--- config.mk ---
export PLATFORM = sky130hd
export DESIGN_NAME = quad_decoder
export DESIGN_NICKNAME = d
export VERILOG_FILES = /design/src/rtl/quad_decoder.sv
export SDC_FILE = /design/constraint.sdc
export NUM_CORES = 1
export LEC_CHECK = 0
export BUFFER_PORTS_ARGS = -buffer_cell sky130_fd_sc_hd__buf_2
export CAP_MARGIN = 10
export CORE_MARGIN = 4
export CORE_UTILIZATION = 35
export DETAILED_ROUTE_END_ITERATION = 7
export PLACE_DENSITY = 0.57
export SYNTH_ARGS = -nofsm -noshare
export SYNTH_HDL_FRONTEND = slang
export SYNTH_SLANG_ARGS = --single-unit
--- constraint.sdc ---
create_clock -name clk -period 6.3 [get_ports clk]
set_clock_uncertainty 0.05 [all_clocks]
set_input_delay 0.945 -clock clk [delete_from_list [all_inputs] [get_ports clk]]
set_output_delay 0.945 -clock clk [all_outputs]
set_load 0.1 [all_outputs]
--- src/rtl/quad_decoder.sv ---
// quad_decoder: quadrature A/B front end (sync, glitch filter, Gray decode); define QUAD_X4_EN for x4 stepping, otherwise x1
module quad_decoder #(
  parameter int P_FILT = 3,
  parameter int P_BIT  = 16
) (
  input  logic             clk,
  input  logic             resetn,
  input  logic             a_in,
  input  logic             b_in,
  input  logic             clr,
  output logic             step,
  output logic             up_dw,
  output logic [P_BIT-1:0] position,
  output logic             err,
  output logic             err_sticky
);
`ifdef QUAD_X4_EN
  localparam logic X4 = 1'b1;
`else
  localparam logic X4 = 1'b0;
`endif
  localparam logic [8:0]       PRIME_LEN = 9'(P_FILT + 2);
  localparam logic [7:0]       FILT_LAST = 8'(P_FILT - 1);
  localparam logic [P_BIT-1:0] ONE       = 1;
  logic [1:0]       a_sync_q, b_sync_q;
  logic [7:0]       a_cnt_q, a_cnt_d, b_cnt_q, b_cnt_d;
  logic             a_f_q, a_f_d, b_f_q, b_f_d;
  logic [8:0]       prime_cnt_q, prime_cnt_d;
  logic [1:0]       prev_q, prev_d, cur;
  logic             primed, is_up, is_dn, is_bad, cnt_en;
  logic             step_q, step_d, up_dw_q, up_dw_d, err_q, err_d, err_sticky_q, err_sticky_d;
  logic [P_BIT-1:0] pos_q, pos_d;
  // filter, priming and Gray decode next-state
  always_comb begin
    primed       = prime_cnt_q == PRIME_LEN;
    prime_cnt_d  = primed ? prime_cnt_q : prime_cnt_q + 9'd1;
    a_cnt_d      = (!primed || a_sync_q[1] == a_f_q || a_cnt_q == FILT_LAST) ? 8'd0 : a_cnt_q + 8'd1;
    b_cnt_d      = (!primed || b_sync_q[1] == b_f_q || b_cnt_q == FILT_LAST) ? 8'd0 : b_cnt_q + 8'd1;
    a_f_d        = (!primed || a_cnt_q == FILT_LAST) ? a_sync_q[1] : a_f_q;
    b_f_d        = (!primed || b_cnt_q == FILT_LAST) ? b_sync_q[1] : b_f_q;
    cur          = {a_f_q, b_f_q};
    is_up        = cur == {~prev_q[0], prev_q[1]};
    is_dn        = cur == {prev_q[0], ~prev_q[1]};
    is_bad       = cur == ~prev_q;
    cnt_en       = (is_up || is_dn) && (X4 || cur == 2'b00);
    prev_d       = primed ? cur : {a_sync_q[1], b_sync_q[1]};
    step_d       = primed && cnt_en;
    up_dw_d      = (primed && (is_up || is_dn)) ? is_up : up_dw_q;
    err_d        = primed && is_bad;
    err_sticky_d = err_d || (err_sticky_q && !clr);
    pos_d        = clr ? '0 : step_d ? (is_up ? pos_q + ONE : pos_q - ONE) : pos_q;
  end
  // state registers with synchronous active-low reset
  always_ff @(posedge clk) begin
    if (!resetn) begin
      a_sync_q     <= '0;
      b_sync_q     <= '0;
      a_cnt_q      <= '0;
      b_cnt_q      <= '0;
      a_f_q        <= 1'b0;
      b_f_q        <= 1'b0;
      prime_cnt_q  <= '0;
      prev_q       <= '0;
      step_q       <= 1'b0;
      up_dw_q      <= 1'b1;
      err_q        <= 1'b0;
      err_sticky_q <= 1'b0;
      pos_q        <= '0;
    end else begin
      a_sync_q     <= {a_sync_q[0], a_in};
      b_sync_q     <= {b_sync_q[0], b_in};
      a_cnt_q      <= a_cnt_d;
      b_cnt_q      <= b_cnt_d;
      a_f_q        <= a_f_d;
      b_f_q        <= b_f_d;
      prime_cnt_q  <= prime_cnt_d;
      prev_q       <= prev_d;
      step_q       <= step_d;
      up_dw_q      <= up_dw_d;
      err_q        <= err_d;
      err_sticky_q <= err_sticky_d;
      pos_q        <= pos_d;
    end
  end
  assign step       = step_q;
  assign up_dw      = up_dw_q;
  assign err        = err_q;
  assign err_sticky = err_sticky_q;
  assign position   = pos_q;
endmodule

==> run summary <==
Max-cap violations: 0
WL per Instance: 12.8 um
Synth Flop Type: dfxtp_1
Comb pwr share: 0.083
Total power: 0.000590 W
Total CTS buffers: 5
Skew-Pair Late Insertion Delay: 0.31 ns
Cell type with the largest total area after synthesis: dfxtp_1
Post-synth cell types: 50
Nets: 383
Count leader, synth: dfxtp_1
Post-Syn Nets: 362
Crit end category: flip-flop
Worst IR drop on VDD: 0.0862 mV
Sw Ratio: 0.244
Layout area overhead: 10.0%
DR iter-0 viols: 71
Crit path max-delay family: simple AND/OR/NAND/NOR gates
Synth area leaders: dfxtp_1 (36%), ha_1 (8.5%), xnor2_1 (4.8%), xor2_1 (4.5%), nand3_1 (4.3%)
Power Density: 183 mW/mm^2
Core area: 0.00818 mm^2
Sw Pwr: 0.000144 W
Yosys warns: 0
CP Buf/Inv Count: 0
Int Power: 0.000446 W
Seq/Total Area, Yosys: 0.361
WL final: 5910 um
Post_cts resized: 0
CTS Buffer Depth: 2
Dpl hpwl: 4340 um
Synthesis-stage register bit count: 53
Worst EP required: 6.45 ns
Clock net sink count: 53
Port bufs: 24
Critical path arrival: 3.34 ns
Tot GR Track Use: 0.127
Asr flop ratio synth: 0
Status: finished clean
Detailed-router iteration count before antenna repair: 4
H-tree depth: 2
DRC viols: 0
Number of routed nets with antenna violations: 0
Routed vias/inst: 5.19
Max-slew violations: 0
CTS tree: done
Clock power frac: 0.335
Post-route clock period utilization: 0.506
Post-synth top area share: 0.361
Initial Util: 0.359
Vias: 2,398
First-pass GRT wire length: 10,500 um
Root buf cell: clkbuf_8
Die X: 99.6 um
Die Ht: 99.6 um
CP Max Fanout: 16
Syn Area/Cell: 8.74 um^2
Slew @ Worst Pin: 0.647 ns
Critical path class: flip-flop to flip-flop
Setup WS post-layout: 3.11 ns
Initial antenna violation count: 0
EDFF count, synth: 0
Fillers: 856
Flop pwr share: 0.582
Largest net degree at the start of global routing: 25
Setup TNS: 0 ns
Total grt overflow: 0
# diodes: 0
Highest Clock Rate: 314 MHz
Clock slew at reported path FFs: 0.10 ns
IO Count: 25
Relative slew margins: 0.569
Post-place setup slack: 3.12 ns
Row count: 33
Fraction of layout cells with a size suffix above 1: 0.106
Die ar.: 0.00992 mm^2
Hold crit path type: flip-flop to flip-flop
Setup bufs post-CTS: 0
Startpoint Class: flip-flop
Vias in the first global route: 2,337
Pleak: 1.31 nW
Setup violators final: 0
Crit path largest cell delay: 0.53 ns
RSZ-0062 raised after global routing: no
Crit path time final: 3.19 ns
Final Hold Fails: 0
Post-Syn Area: 0.00294 mm^2
Synth top cells by count: dfxtp_1 (53), nor2_1 (33), nand3_1 (25), ha_1 (20)
Final RePlAce weighted congestion: 0.899
CTS Hold Buffers Added: 0
Critical-path cell list: xor2_1 -> nand2_1 -> ha_1 -> and2_1 -> or4_1 -> o211ai_1 -> a2111oi_0 -> a31oi_1 -> nand3_1
Synthesized instance count: 336
Final Core Density: 0.395
Slowest CP cell: ha_1
==> through the flow <==
step / instance area (um^2) / std cells / hold WS (ns)
2_1_floorplan: 2940 / 336 / 0.362
3_3_place_gp: 3140 / 455 / 0.365
3_5_place_dp: 3140 / 455 / 0.373
4_1_cts: 3230 / 462 / 0.403
5_1_grt: 3230 / 462 / 0.425
6_report: 3230 / 462 / 0.395
==> worst reg2reg max path, delay by kind of cell, from the launching register on <==
| kind | cells | cell delay [ns] |
|---|---|---|
| AND/OR/NAND/NOR | 4 | 1.20 |
| adder cells (fa/ha/maj) | 1 | 0.54 |
| AO/OA/AOI/OAI | 3 | 0.52 |
| flip-flops | 1 | 0.47 |
| XOR/XNOR | 1 | 0.31 |
==> final cells by class <==
type	instances	area, um^2	area share
clock buffers	6	82.6	0.0256
well taps	105	131	0.0407
flip-flops and latches	53	1060	0.329
inverters	6	22.5	0.00697
multi-input cells	265	1790	0.554
clock inverters	1	7.51	0.00232
repair buffers	26	135	0.0418
==> layer usage <==
layer	share of wire	vias up	global-route usage	routed length (um)
met3	0.034	7	0.0245	203
met1	0.48	1107	0.151	2850
li1	-	1246	-	-
met2	0.47	38	0.232	2790
met5	0	-	0	0
met4	0.011	0	0.0315	63
==> layout by cell type, fill, tap and decap left out, types with 7 or more instances in the layout <==
cell      count
and2_1       11
dfxtp_1      53
ha_1         20
nor3_1       11
and3_1       11
xnor2_1      16
nor2_1       33
o21ai_0      16
a211oi_1      9
a21oi_1      17
buf_2        24
xor2_1       15
nand3_1      25
nor2b_1       7
nand2_1      17
==> kinds of logic (layout without fill, tap and decap cells) <==
group	after synthesis	in the layout	share of synthesized area
DFF	53	53	0.361
adders and majority gates	21	21	0.0921
xor gates and xnor gates	31	31	0.0925
AOI/OAI and AO/OA	70	70	0.154
muxes	4	4	0.0136
and+or+nand+nor	139	139	0.257
buffers and inverters	18	39	0.0290
==> state kept, by name, summed over array words and instances (netlist names), 2 cells and up <==
register and count:
a_cnt_q 8, b_cnt_q 8, b_sync_q 2, position 16, prev_q 2, a_sync_q 2
prime_cnt_q 9
==> path summary, 6_finish.rpt <==
kind,end,cells past startpoint,slack (ns),startpoint
max,position[14]$_SDFFE_PP0P_,9,3.11,a_f_q$_SDFFE_PN0P_
min,b_sync_q[1]$_SDFF_PN0_,1,0.39,b_sync_q[0]$_SDFF_PN0_
max reg2reg,position[14]$_SDFFE_PP0P_,9,3.11,a_f_q$_SDFFE_PN0P_
min reg2reg,b_sync_q[1]$_SDFF_PN0_,1,0.39,b_sync_q[0]$_SDFF_PN0_
==> power by group through the flow <==
| stage | clock network [W] | registers, W | logic [W] |
|---|---|---|---|
| after floorplan | 0 | 0.000351 | 0.0000384 |
| after global placement | 0 | 0.000351 | 0.0000488 |
| after detailed placement | 0 | 0.000352 | 0.0000491 |
| after CTS | 0.000210 | 0.000344 | 0.0000491 |
| after global routing | 0.000218 | 0.000344 | 0.0000555 |
| final | 0.000198 | 0.000344 | 0.0000490 |
(Power assumes the default switching activity.)
